File: src/rtl/wb_mem_loader_pkg.sv
// Shared types for the Wishbone memory loader: FSM state encoding and bus constants.
package wb_mem_loader_pkg;

  typedef enum logic [2:0] {
    ST_IDLE,
    ST_COLLECT,
    ST_WR,
    ST_RD,
    ST_FIN
  } state_e;

  localparam logic [3:0] SEL_ALL = 4'hF;

endpackage

File: src/rtl/wb_byte_packer.sv
// Packs accepted bytes little-endian into a 32-bit word and holds it until the
// consumer takes it; no further bytes are accepted while a word is pending.
module wb_byte_packer (
  input  logic        clk_top,
  input  logic        rst_top,
  input  logic        i_enable,
  input  logic        i_byte_valid,
  input  logic [7:0]  i_byte,
  output logic        o_byte_ready,
  output logic        o_word_valid,
  output logic [31:0] o_word,
  input  logic        i_word_taken
);

  logic [1:0]  cnt_q;
  logic [1:0]  cnt_d;
  logic [31:0] word_q;
  logic        valid_q;
  logic        accept;

  assign o_byte_ready = i_enable && !valid_q;
  assign accept       = i_byte_valid && o_byte_ready;
  assign cnt_d        = cnt_q + 2'd1;
  assign o_word_valid = valid_q;
  assign o_word       = word_q;

  // Byte k of the word lands in bits [8k+7:8k]; the counter wraps after byte 3.
  always_ff @(posedge clk_top or posedge rst_top) begin
    if (rst_top) begin
      cnt_q   <= '0;
      word_q  <= '0;
      valid_q <= 1'b0;
    end else begin
      if (i_word_taken) valid_q <= 1'b0;
      if (accept) begin
        word_q[{cnt_q, 3'b000} +: 8] <= i_byte;
        cnt_q <= cnt_d;
        if (cnt_q == 2'd3) valid_q <= 1'b1;
      end
    end
  end

endmodule

File: src/rtl/wb_mem_loader.sv
// Wishbone master that turns a byte stream into 32-bit RAM writes, optionally
// reading each word back to verify it, and reports done/error status.
module wb_mem_loader
  import wb_mem_loader_pkg::*;
#(
  parameter int AW      = 8,
  parameter bit VERIFY  = 1'b1,
  parameter int TIMEOUT = 15
) (
  input  logic          clk_top,
  input  logic          rst_top,
  input  logic          i_start,
  input  logic [AW-1:0] i_base_adr,
  input  logic [AW:0]   i_num_words,
  input  logic          i_byte_valid,
  input  logic [7:0]    i_byte,
  output logic          o_byte_ready,
  output logic [AW-1:0] o_wb_adr,
  output logic [31:0]   o_wb_dat,
  output logic [3:0]    o_wb_sel,
  output logic          o_wb_we,
  output logic          o_wb_stb,
  input  logic          i_wb_ack,
  input  logic [31:0]   i_wb_rdt,
  output logic          o_busy,
  output logic          o_done,
  output logic          o_error,
  output logic [AW-1:0] o_err_adr
);

  localparam logic [7:0] TMO_LAST = 8'(TIMEOUT - 1);

  state_e        state_q;
  logic [AW-1:0] adr_q;
  logic [AW-1:0] adr_d;
  logic [AW:0]   rem_q;
  logic [AW:0]   rem_d;
  logic [AW-1:0] err_adr_q;
  logic [31:0]   dat_q;
  logic [7:0]    tmo_q;
  logic          stb_q;
  logic          we_q;
  logic          done_q;
  logic          error_q;
  logic          word_valid;
  logic          word_taken;
  logic [31:0]   word;

  assign word_taken = (state_q == ST_COLLECT) && word_valid;
  assign adr_d      = adr_q + AW'(1);
  assign rem_d      = rem_q - (AW+1)'(1);

  wb_byte_packer u_packer (
    .clk_top      (clk_top),
    .rst_top      (rst_top),
    .i_enable     (state_q == ST_COLLECT),
    .i_byte_valid (i_byte_valid),
    .i_byte       (i_byte),
    .o_byte_ready (o_byte_ready),
    .o_word_valid (word_valid),
    .o_word       (word),
    .i_word_taken (word_taken)
  );

  // RD is entered with stb low so every bus cycle starts from a fresh stb rise;
  // the timeout counter restarts on each rise and ack always wins over expiry.
  always_ff @(posedge clk_top or posedge rst_top) begin
    if (rst_top) begin
      state_q   <= ST_IDLE;
      adr_q     <= '0;
      rem_q     <= '0;
      err_adr_q <= '0;
      dat_q     <= '0;
      tmo_q     <= '0;
      stb_q     <= 1'b0;
      we_q      <= 1'b0;
      done_q    <= 1'b0;
      error_q   <= 1'b0;
    end else begin
      done_q <= 1'b0;
      case (state_q)
        ST_IDLE: begin
          if (i_start) begin
            adr_q     <= i_base_adr;
            rem_q     <= i_num_words;
            error_q   <= 1'b0;
            err_adr_q <= '0;
            if (i_num_words == '0) begin
              state_q <= ST_FIN;
              done_q  <= 1'b1;
            end else begin
              state_q <= ST_COLLECT;
            end
          end
        end
        ST_COLLECT: begin
          if (word_valid) begin
            dat_q   <= word;
            stb_q   <= 1'b1;
            we_q    <= 1'b1;
            tmo_q   <= '0;
            state_q <= ST_WR;
          end
        end
        ST_WR, ST_RD: begin
          if (!stb_q) begin
            stb_q <= 1'b1;
            we_q  <= 1'b0;
            tmo_q <= '0;
          end else if (i_wb_ack) begin
            stb_q <= 1'b0;
            we_q  <= 1'b0;
            if (state_q == ST_WR && VERIFY) begin
              state_q <= ST_RD;
            end else if (state_q == ST_RD && i_wb_rdt != dat_q) begin
              error_q   <= 1'b1;
              err_adr_q <= adr_q;
              state_q   <= ST_IDLE;
            end else begin
              adr_q <= adr_d;
              rem_q <= rem_d;
              if (rem_d == '0) begin
                state_q <= ST_FIN;
                done_q  <= 1'b1;
              end else begin
                state_q <= ST_COLLECT;
              end
            end
          end else if (tmo_q == TMO_LAST) begin
            stb_q     <= 1'b0;
            we_q      <= 1'b0;
            error_q   <= 1'b1;
            err_adr_q <= adr_q;
            state_q   <= ST_IDLE;
          end else begin
            tmo_q <= tmo_q + 8'd1;
          end
        end
        ST_FIN: state_q <= ST_IDLE;
        default: state_q <= ST_IDLE;
      endcase
    end
  end

  assign o_wb_adr  = adr_q;
  assign o_wb_dat  = dat_q;
  assign o_wb_sel  = stb_q ? SEL_ALL : 4'h0;
  assign o_wb_we   = we_q;
  assign o_wb_stb  = stb_q;
  assign o_busy    = (state_q != ST_IDLE);
  assign o_done    = done_q;
  assign o_error   = error_q;
  assign o_err_adr = err_adr_q;

endmodule

File: config.mk
export PLATFORM = sky130hd
export DESIGN_NAME = wb_mem_loader
export DESIGN_NICKNAME = d
export VERILOG_FILES = /design/src/rtl/wb_mem_loader_pkg.sv /design/src/rtl/wb_byte_packer.sv /design/src/rtl/wb_mem_loader.sv
export SDC_FILE = /design/constraint.sdc
export NUM_CORES = 1
export LEC_CHECK = 0
export BUFFER_PORTS_ARGS = -buffer_cell sky130_fd_sc_hd__buf_2
export CORE_AREA = 2 2 109 111
export CTS_CLUSTER_DIAMETER = 40
export DETAILED_ROUTE_END_ITERATION = 7
export DIE_AREA = 0 0 111 113
export PLACE_DENSITY = 0.73
export SYNTH_ARGS = -nofsm -noshare
export SYNTH_HDL_FRONTEND = slang
export SYNTH_SLANG_ARGS = --single-unit
export TNS_END_PERCENT = 100
File: constraint.sdc
create_clock -name clk_top -period 4.2 [get_ports clk_top]
set_clock_uncertainty 0.1 [all_clocks]
set_input_delay 0.84 -clock clk_top [delete_from_list [all_inputs] [get_ports clk_top]]
set_output_delay 0.84 -clock clk_top [all_outputs]
set_load 0.03 [all_outputs]
==> summary.txt <==
wire length of the first global-routing pass = 22800 um
sequential-to-total area share from yosys stat = 48.0%
Register Area = 2680 sq um
GRT Resource Usage Total = 22.6%
DR WL/cell = 17.1 um
Leak = 0.00303 uW
Initial Utilization = 49.5%
CP Launch Point = i_wb_rdt[28]
RSZ-0062 raised after global routing = no
Max-Cap Viols = 0
Worst-Skew Late Latency = 0.35 ns
number of setup buffers added after CTS = 0
Mapped Cells = 559
Initial DRT Pass Iterations = 5
Max FO, Critical Path = 29
total power = 5000 uW
Ports = 120
Worst slew margin = 21.9%
cts hold-fix bufs = 0
Tmin final = 3.12 ns
largest net degree at the start of global routing = 55
Setup-failing EPs final = 0
Die Span Y = 113 um
# DRC = 0
Final Hold Vio Count = 0
status = completed
Cell Area, Placed = 6230 sq um
Area growth syn-to-layout = 16.7%
most frequent cells in the layout = 119 x buf_2, 107 x dfrtp_1, 46 x o21ai_0, 44 x nand3_1, 43 x inv_1
most common cell after layout, fill and taps aside = buf_2
Crit path arrival time = 3.25 ns
initial antenna violation count = 0
Clock Sinks = 107
Core Region = 11300 sq um
design area = 6510 sq um
post-CTS sizing = 0
maximum vdd ir drop = 0.000415 V
diode count = 0
FP Rows = 39
highest clock rate = 321 MHz
pwr/cell area = 769 nW/um^2
setup TNS = 0 ns
Syn Area/Cell = 9.98 sq um
RR Startpoint = o_wb_dat[28]
CP Capture Type = flip-flop
Placer Congestion = 0.915
FILL cells = 947
Hold Crit Class = flip-flop to flip-flop
WP data required = 4.34 ns
CTS root buf = clkbuf_16
HPWL Detailed = 10000 um
CTS clock-pin slew for the worst setup and hold paths = 0.07 ns
Synth Flop Type = dfrtp_1
via count = 4683
Hold Startpoint = tmo_q[7]
CP Class = primary input to flip-flop
Synthesized Nets = 632
DR iter-0 viols = 371
vias per cell = 5.77
nets = 736
TritonCTS clock tree = built
TritonCTS buffer count = 9
total die area = 12500 sq um
Detail Route Antenna Nets = 0
Synth async-reset ratio = 100%
Yosys Warn Count = 0
Die X = 111 um
crit share post-route = 74.3%
EDFF count, synth = 0
vias in the first global route = 4531
I/O Buffers = 119
Yosys reg bits = 107
share of layout cells above drive strength 1 = 27.7%
Worst Max-Slew Pin Slew = 1.17 ns
Multi-input gate area = 2560 sq um
clock tree buffer depth = 2
total gr overflow = 0
CP startpoint kind = primary input
Post-Syn Area = 5580 sq um
Netlist cell types = 65
# H-tree levels = 3
drt total wl = 13800 um
final slew viol count = 0
==> stage by stage <==
stage / std cells / setup slack (ns) / hold slack [ns] / util, %
2_1_floorplan: 559 / 0.443 / 0.345 / -
3_3_place_gp: 795 / 0.784 / 0.376 / 55.3
3_5_place_dp: 795 / 0.739 / 0.387 / 55.3
4_1_cts: 811 / 1.09 / 0.402 / 57.8
5_1_grt: 811 / 0.936 / 0.411 / 57.8
6_report: 811 / 1.08 / 0.399 / 57.8
==> Yosys cell counts (3+ instances only) <==
master | instances | share of area (%)
and2_1 | 4 | 0.45
nand2_1 | 30 | 2.0
nand3_1 | 44 | 3.9
ha_1 | 11 | 2.5
mux2i_1 | 3 | 0.54
buf_4 | 4 | 0.54
mux2_2 | 35 | 7.1
and3_1 | 6 | 0.67
nand4b_1 | 3 | 0.47
nor3b_1 | 4 | 0.54
clkbuf_1 | 15 | 1.0
nor3_1 | 12 | 1.1
or3_1 | 4 | 0.45
nand2b_1 | 7 | 0.79
o211ai_1 | 7 | 0.94
nor2_1 | 31 | 2.1
buf_2 | 8 | 0.72
nand4_1 | 5 | 0.56
a21oi_1 | 13 | 1.2
xor2_1 | 33 | 5.2
dfrtp_1 | 107 | 48
nor4_1 | 13 | 1.5
a211oi_1 | 3 | 0.40
inv_1 | 44 | 3.0
or4_1 | 3 | 0.40
o31ai_1 | 5 | 0.67
buf_6 | 3 | 0.61
o21ai_0 | 46 | 4.1
a22o_1 | 7 | 1.1
==> final timing paths <==
kind | cells past startpoint | slack [ns] | endpoint
worst max-delay path | 8 | 1.08 | o_err_adr[6]
worst min-delay path | 1 | 0.40 | tmo_q[7]
worst min register to register | 1 | 0.40 | tmo_q[7]
max in group asynchronous | 3 | 2.65 | u_packer.cnt_q[0]
min in group asynchronous | 2 | 0.50 | u_packer.o_word[24]
worst max register to register | 7 | 1.23 | o_err_adr[6]
==> kinds of logic after synthesis <==
family                   synth area share, %
buffers and inverters                   6.06
AND/OR/NAND/NOR                         16.8
XOR/XNOR                                5.50
AO/OA/AOI/OAI                           13.6
multiplexers                            7.60
flip-flops                              48.0
adder cells (fa/ha/maj)                 2.47
==> critical path: stages <==
cell and delay (ns):
buf_2 0.10, xor2_1 0.13, nor4_1 0.47, nand4_1 0.25, o31a_1 0.66, o21ai_2 0.26
buf_4 0.18, mux2_2 0.34
==> layer usage <==
layer  GRT usage, %  wire [um]  vias up
met5              0          0        -
met2           37.8       6740      153
met3           5.84        815       13
met1           29.6       6150     2339
met4           5.67        126        0
li1               -          -     2178
==> where the power goes <==
part | leakage, uW | internal, uW | switching (uW)
clock network | 0.000129 | 411 | 390
registers | 0.00137 | 1450 | 427
logic | 0.00153 | 837 | 1490
==> registers in the layout, summed over array words and instances (netlist names) <==
register / flops
o_err_adr: 8
state_q: 3
o_error: 1
o_wb_we: 1
u_packer.o_word: 32
o_wb_dat: 32
o_wb_stb: 1
rem_q: 9
o_wb_adr: 8
tmo_q: 8
u_packer.o_word_valid: 1
o_done: 1
u_packer.cnt_q: 2
==> final cells by class <==
cell class / count / share of cell area (%)
Clock inverter: 5 / 0.673
Tap cell: 143 / 2.75
Timing Repair Buffer: 126 / 9.95
Multi-Input combinational cell: 375 / 39.4
Inverter: 44 / 2.57
Sequential cell: 107 / 41.1
Clock buffer: 11 / 3.57
Power figures use the tool's default switching activity.
